$ cat config.mk
export PLATFORM = sky130hd
export DESIGN_NAME = instr_sequencer
export DESIGN_NICKNAME = d
export VERILOG_FILES = /design/src/rtl/instr_sequencer.sv
export SDC_FILE = /design/constraint.sdc
export NUM_CORES = 1
export LEC_CHECK = 0
export CELL_PAD_IN_SITES_DETAIL_PLACEMENT = 1
export CELL_PAD_IN_SITES_GLOBAL_PLACEMENT = 2
export CORE_MARGIN = 2
export CORE_UTILIZATION = 27
export DETAILED_ROUTE_END_ITERATION = 8
export PLACE_DENSITY_LB_ADDON = 0.1
export SLEW_MARGIN = 20
export SYNTH_ARGS = -nofsm -noshare
export SYNTH_HDL_FRONTEND = slang
export SYNTH_SLANG_ARGS = --single-unit
$ cat constraint.sdc
create_clock -name clk -period 2.3 [get_ports clk]
set_input_delay 0.46 -clock clk [delete_from_list [all_inputs] [get_ports clk]]
set_output_delay 0.46 -clock clk [all_outputs]
set_load 0.03 [all_outputs]
$ cat src/rtl/instr_sequencer.sv
// ---------------------------------------------------------------------------
// instr_sequencer
//
// Instruction fetch sequencer for the 21-bit-word processor. Owns the program
// counter, addresses the asynchronous instruction ROM, captures the returned
// word into the instruction register and offers it to the execute unit over a
// valid/ready handshake. Branch redirects from the execute unit reload the PC
// and refetch; a HALT opcode stops fetching until the next start pulse.
//
// Parameters
//   ROM_WIDTH     instruction word width (must be at least 4)
//   RESET_PC      PC value after reset and on start from IDLE
//   HALT_OPC      opcode (top three word bits) that halts fetch
//
// Ports
//   clk            in   system clock, rising edge
//   rst_n          in   asynchronous active-low reset
//   start          in   pulse; leaves IDLE (from RESET_PC) or HALT (from pc)
//   rom_addr       out  ROM address, always equal to the pc register
//   rom_data       in   ROM word for rom_addr, valid in the same cycle
//   instr          out  instruction register
//   instr_valid    out  instr holds an unconsumed instruction
//   instr_ready    in   execute unit accepts instr this cycle
//   branch_valid   in   single-cycle redirect request
//   branch_target  in   redirect address
//   busy           out  sequencer is fetching or issuing
//   halted         out  sequencer stopped on a HALT word
//   instr_count    out  accepted-instruction count, saturating at 16'hFFFF
// ---------------------------------------------------------------------------
module instr_sequencer #(
    parameter int unsigned ROM_WIDTH = 21,
    parameter logic [15:0] RESET_PC  = 16'h0000,
    parameter logic [2:0]  HALT_OPC  = 3'b011
) (
    input  logic                 clk,
    input  logic                 rst_n,
    input  logic                 start,
    output logic [15:0]          rom_addr,
    input  logic [ROM_WIDTH-1:0] rom_data,
    output logic [ROM_WIDTH-1:0] instr,
    output logic                 instr_valid,
    input  logic                 instr_ready,
    input  logic                 branch_valid,
    input  logic [15:0]          branch_target,
    output logic                 busy,
    output logic                 halted,
    output logic [15:0]          instr_count
);

    typedef enum logic [1:0] {
        ST_IDLE  = 2'd0,
        ST_FETCH = 2'd1,
        ST_ISSUE = 2'd2,
        ST_HALT  = 2'd3
    } state_t;

    state_t                 state_q, state_d;
    logic [15:0]            pc_q, pc_d;
    logic [ROM_WIDTH-1:0]   instr_q, instr_d;
    logic [15:0]            count_q, count_d;

    logic                   transfer;
    logic                   word_is_halt;
    logic [15:0]            pc_inc;

    // A transfer can only happen while an instruction is being presented.
    assign transfer     = (state_q == ST_ISSUE) && instr_ready;

    // The opcode lives in the top three bits of the word currently on the ROM.
    assign word_is_halt = (rom_data[ROM_WIDTH-1 -: 3] == HALT_OPC);

    // 16-bit add wraps naturally, so 16'hFFFF is followed by 16'h0000.
    assign pc_inc       = pc_q + 16'd1;

    // Next-state logic. Every fetch (first fetch after FETCH, or the refill
    // that follows an accepted instruction in ISSUE) captures rom_data and
    // advances the pc. A HALT word is still captured but never presented:
    // the machine goes straight to HALT with the pc already past it, so a
    // later start resumes with the following word. A branch overrides any
    // fetch in the same cycle and forces one FETCH cycle at the target.
    always_comb begin
        state_d = state_q;
        pc_d    = pc_q;
        instr_d = instr_q;

        case (state_q)
            ST_IDLE: begin
                if (start) begin
                    pc_d    = RESET_PC;
                    state_d = ST_FETCH;
                end
            end

            ST_FETCH: begin
                if (branch_valid) begin
                    // Word on rom_data is discarded; refetch from the target.
                    pc_d    = branch_target;
                    state_d = ST_FETCH;
                end else begin
                    instr_d = rom_data;
                    pc_d    = pc_inc;
                    state_d = word_is_halt ? ST_HALT : ST_ISSUE;
                end
            end

            ST_ISSUE: begin
                if (branch_valid) begin
                    pc_d    = branch_target;
                    state_d = ST_FETCH;
                end else if (instr_ready) begin
                    instr_d = rom_data;
                    pc_d    = pc_inc;
                    state_d = word_is_halt ? ST_HALT : ST_ISSUE;
                end
            end

            ST_HALT: begin
                if (start) begin
                    state_d = ST_FETCH;
                end
            end

            default: begin
                state_d = ST_IDLE;
            end
        endcase
    end

    // Accepted-instruction counter. A transfer coinciding with a branch still
    // counts, so this only looks at the handshake, not at the next state.
    always_comb begin
        count_d = count_q;
        if (transfer && (count_q != 16'hFFFF)) begin
            count_d = count_q + 16'd1;
        end
    end

    always_ff @(posedge clk or negedge rst_n) begin
        if (!rst_n) begin
            state_q <= ST_IDLE;
            pc_q    <= RESET_PC;
            instr_q <= '0;
            count_q <= 16'h0000;
        end else begin
            state_q <= state_d;
            pc_q    <= pc_d;
            instr_q <= instr_d;
            count_q <= count_d;
        end
    end

    // All outputs are decoded straight from registers.
    assign rom_addr    = pc_q;
    assign instr       = instr_q;
    assign instr_valid = (state_q == ST_ISSUE);
    assign busy        = (state_q == ST_FETCH) || (state_q == ST_ISSUE);
    assign halted      = (state_q == ST_HALT);
    assign instr_count = count_q;

endmodule

==> flow_metrics.py <==
metrics = {
    "status": {
        "status": "completed",
    },
    "floorplanning": {
        "ios": 98,
        "num_rows": 36,
        "fp.dieH_um": 105,
        "start_util_pct": 28.0,
        "die_w_um": 105,
        "die-area_um2": 11100,
        "coreArea_um2": 9860,
    },
    "route": {
        "wl_um": 8070,
        "vias": 2477,
        "highest_layer": "met4",
        "postRouteAntennaNets": 0,
        "drt_iter0_drc": 61,
        "wire_per_inst_um": 16.0,
        "dr_wl_met3_um": 447,
        "wl_met2_um": 3710,
        "viasPerCell": 4.90,
        "drc": 0,
        "drt_pre_antenna_iters": 4,
        "wirelength_met1_um": 3870,
    },
    "timing": {
        "finalCritPeriodShare_pct": 90.5,
        "maxSlewHeadroom_pct": 65.8,
        "finalSetupViolations": 0,
        "report.final.slew_viol_count": 0,
        "min_period_ns": 2.08,
        "rsz0062_at_grt": "no",
        "finClkSkew_ns": 0.00700,
        "tightest_slew_ns": 0.513,
        "fmax_ghz": 0.480,
        "setup_tns_ns": 0,
        "hold_viol": 0,
        "hold_slack_ns": 0.107,
    },
    "placement": {
        "numPlacedInstances": 498,
        "dp_hpwl_um": 5910,
        "post_dp_cell_area_um2": 3990,
        "portBuffers": 97,
        "globalplace.congestion": 0.768,
    },
    "pwr": {
        "leakagePower_nw": 1.65,
        "powerDensity_nw_per_um2": 1300,
        "ir_drop_v": 0.000617,
        "power_w": 0.00530,
    },
    "grt": {
        "track_usage_pct": 14.8,
        "grt_pass1_vias": 2565,
        "grt_pass1_wl_um": 13300,
        "overflow": 0,
        "antenna_found_initial": 0,
        "grt_max_degree": 38,
    },
    "min_path": {
        "hp-class": "in -> async",
    },
    "final_layout": {
        "final_common_cell": "clkdlybuf4s50_1",
        "layout_common_cells": "clkdlybuf4s50_1, dfrtp_1, mux2_2, nor2_1, o21ai_0",
        "nNetsFinal": 420,
        "synthToLayoutAreaGrowth_pct": 48.0,
        "layout-drive-gt1-share_pct": 13.4,
        "stdcell_count": 506,
        "fin_area_um2": 4090,
        "diodes": 0,
    },
    "critical_path": {
        "crit_family": "buffers and inverters",
        "endpoint_kind": "primary output",
        "path_cells": "ha_1 > clkdlybuf4s50_1",
        "startpoint_type": "register",
        "startpoint": "state_q[0]$_DFFE_PN0P_",
        "critPathMaxStageDelay_ns": 0.68,
        "path_buf_inv": 1,
        "critPathMaxFanout": 4,
        "crit_required_ns": 1.84,
        "cp.depth": 2,
        "cp_slowest_cell": "clkdlybuf4s50_1",
        "r2r-start": "state_q[0]$_DFFE_PN0P_",
        "critPathArrivalTime_ns": 1.62,
        "ff2ff_path_depth": 6,
        "worstSetupPathType": "reg -> out",
    },
    "yosys": {
        "yosysUniqueCellTypes": 41,
        "synth-seq-cells": 55,
        "synth.area.top_cells": "dfrtp_1, mux2_2, o21ai_0, nand4_1, xnor2_1",
        "yosysSeqAreaShare_pct": 49.8,
        "syn-instance-count": 264,
        "post-synth-top-area-fraction_pct": 49.8,
        "ys.flop_type": "dfrtp_1",
        "syn-cell-area_um2": 2760,
        "async_flop_share_pct": 100,
        "yosysTopAreaCell": "dfrtp_1",
        "avgSynthCellArea_um2": 10.5,
        "syn-num-nets": 312,
        "synth_edf_count": 0,
        "yosysWarnings": 0,
    },
    "cts": {
        "clock_path_buffers": 2,
        "cts_hold_buf": 0,
        "cts_buffers": 5,
        "clk_pin_slew_ns": 0.11,
        "clock_latency_ns": 0.31,
        "cts-htree-levels": 2,
        "cts.sinks": 55,
        "cts_resized": 1,
        "cts_root_buffer": "clkbuf_8",
        "post_cts_buffers": 0,
        "cts_tree": "done",
    },
    "flow_run": {
        "drv_cap": 0,
    },
}
[state kept, by name (all words and copies together) (netlist names)]
name	flops
instr	21
instr_count	16
rom_addr	16
state_q	2
[worst register-to-register path, delay by kind of cell (launching register included)]
kind	cells	cell delay [ns]
adders and majority gates	1	0.27
DFF	1	0.42
and+or+nand+nor	4	1.12
buffers and inverters	1	0.09
[final cells by class]
class	instances	area, µm²
well taps	133	166
multi-input cells	192	1320
flip-flops and latches	55	1380
clock inverters	2	16.3
fillers	1108	5780
clock buffers	6	82.6
repair buffers	112	1100
inverters	6	22.5
[worst paths after layout]
kind                       slack [ns]                  endpoint
max                              0.22                    halted
min                              0.11  rom_addr[11]$_DFFE_PN0P_
max reg2reg                      0.35  rom_addr[15]$_DFFE_PN0P_
min reg2reg                      0.52      instr[2]$_DFFE_PN0P_
max in group asynchronous        1.61      instr[7]$_DFFE_PN0P_
min in group clk                 0.52      instr[2]$_DFFE_PN0P_
[per-layer routing]
metal	up-vias	GRT usage [%]
li1	1183	-
met1	1223	20.2
met2	69	23.7
met3	2	3.81
met4	0	3.05
met5	-	0
[synthesized netlist by cell type (6+ instances only)]
master,n
o21ai_0,18
nor3_1,9
nand3_1,12
dfrtp_1,55
a21oi_1,11
clkbuf_1,8
nand2_1,17
mux2_2,24
nor2_1,18
inv_1,6
xnor2_1,9
nand4_1,13
ha_1,6
[kinds of logic after synthesis]
| family | share of synthesized area [%] |
|---|---|
| DFF | 49.8 |
| xor gates and xnor gates | 4.44 |
| buffers and inverters | 2.45 |
| muxes | 9.79 |
| adders and majority gates | 2.72 |
| and+or+nand+nor | 19.4 |
| AOI/OAI and AO/OA | 11.4 |
[power breakdown]
part           total (W)  leakage, nW  internal (W)  switching (W)
Combinational    0.00301        0.902       0.00138        0.00162
Clock           0.000586       0.0474      0.000247       0.000339
Sequential       0.00171        0.697       0.00134       0.000372
[metrics by stage]
stage	setup WS, ns	utilization, %
global route	0.134	41.4
finish	0.218	41.4
detailed placement	0.214	40.4
CTS	0.0114	41.4
floorplan	0.198	-
global placement	0.233	40.4
Note: power is estimated with default switching activity, not from simulation.
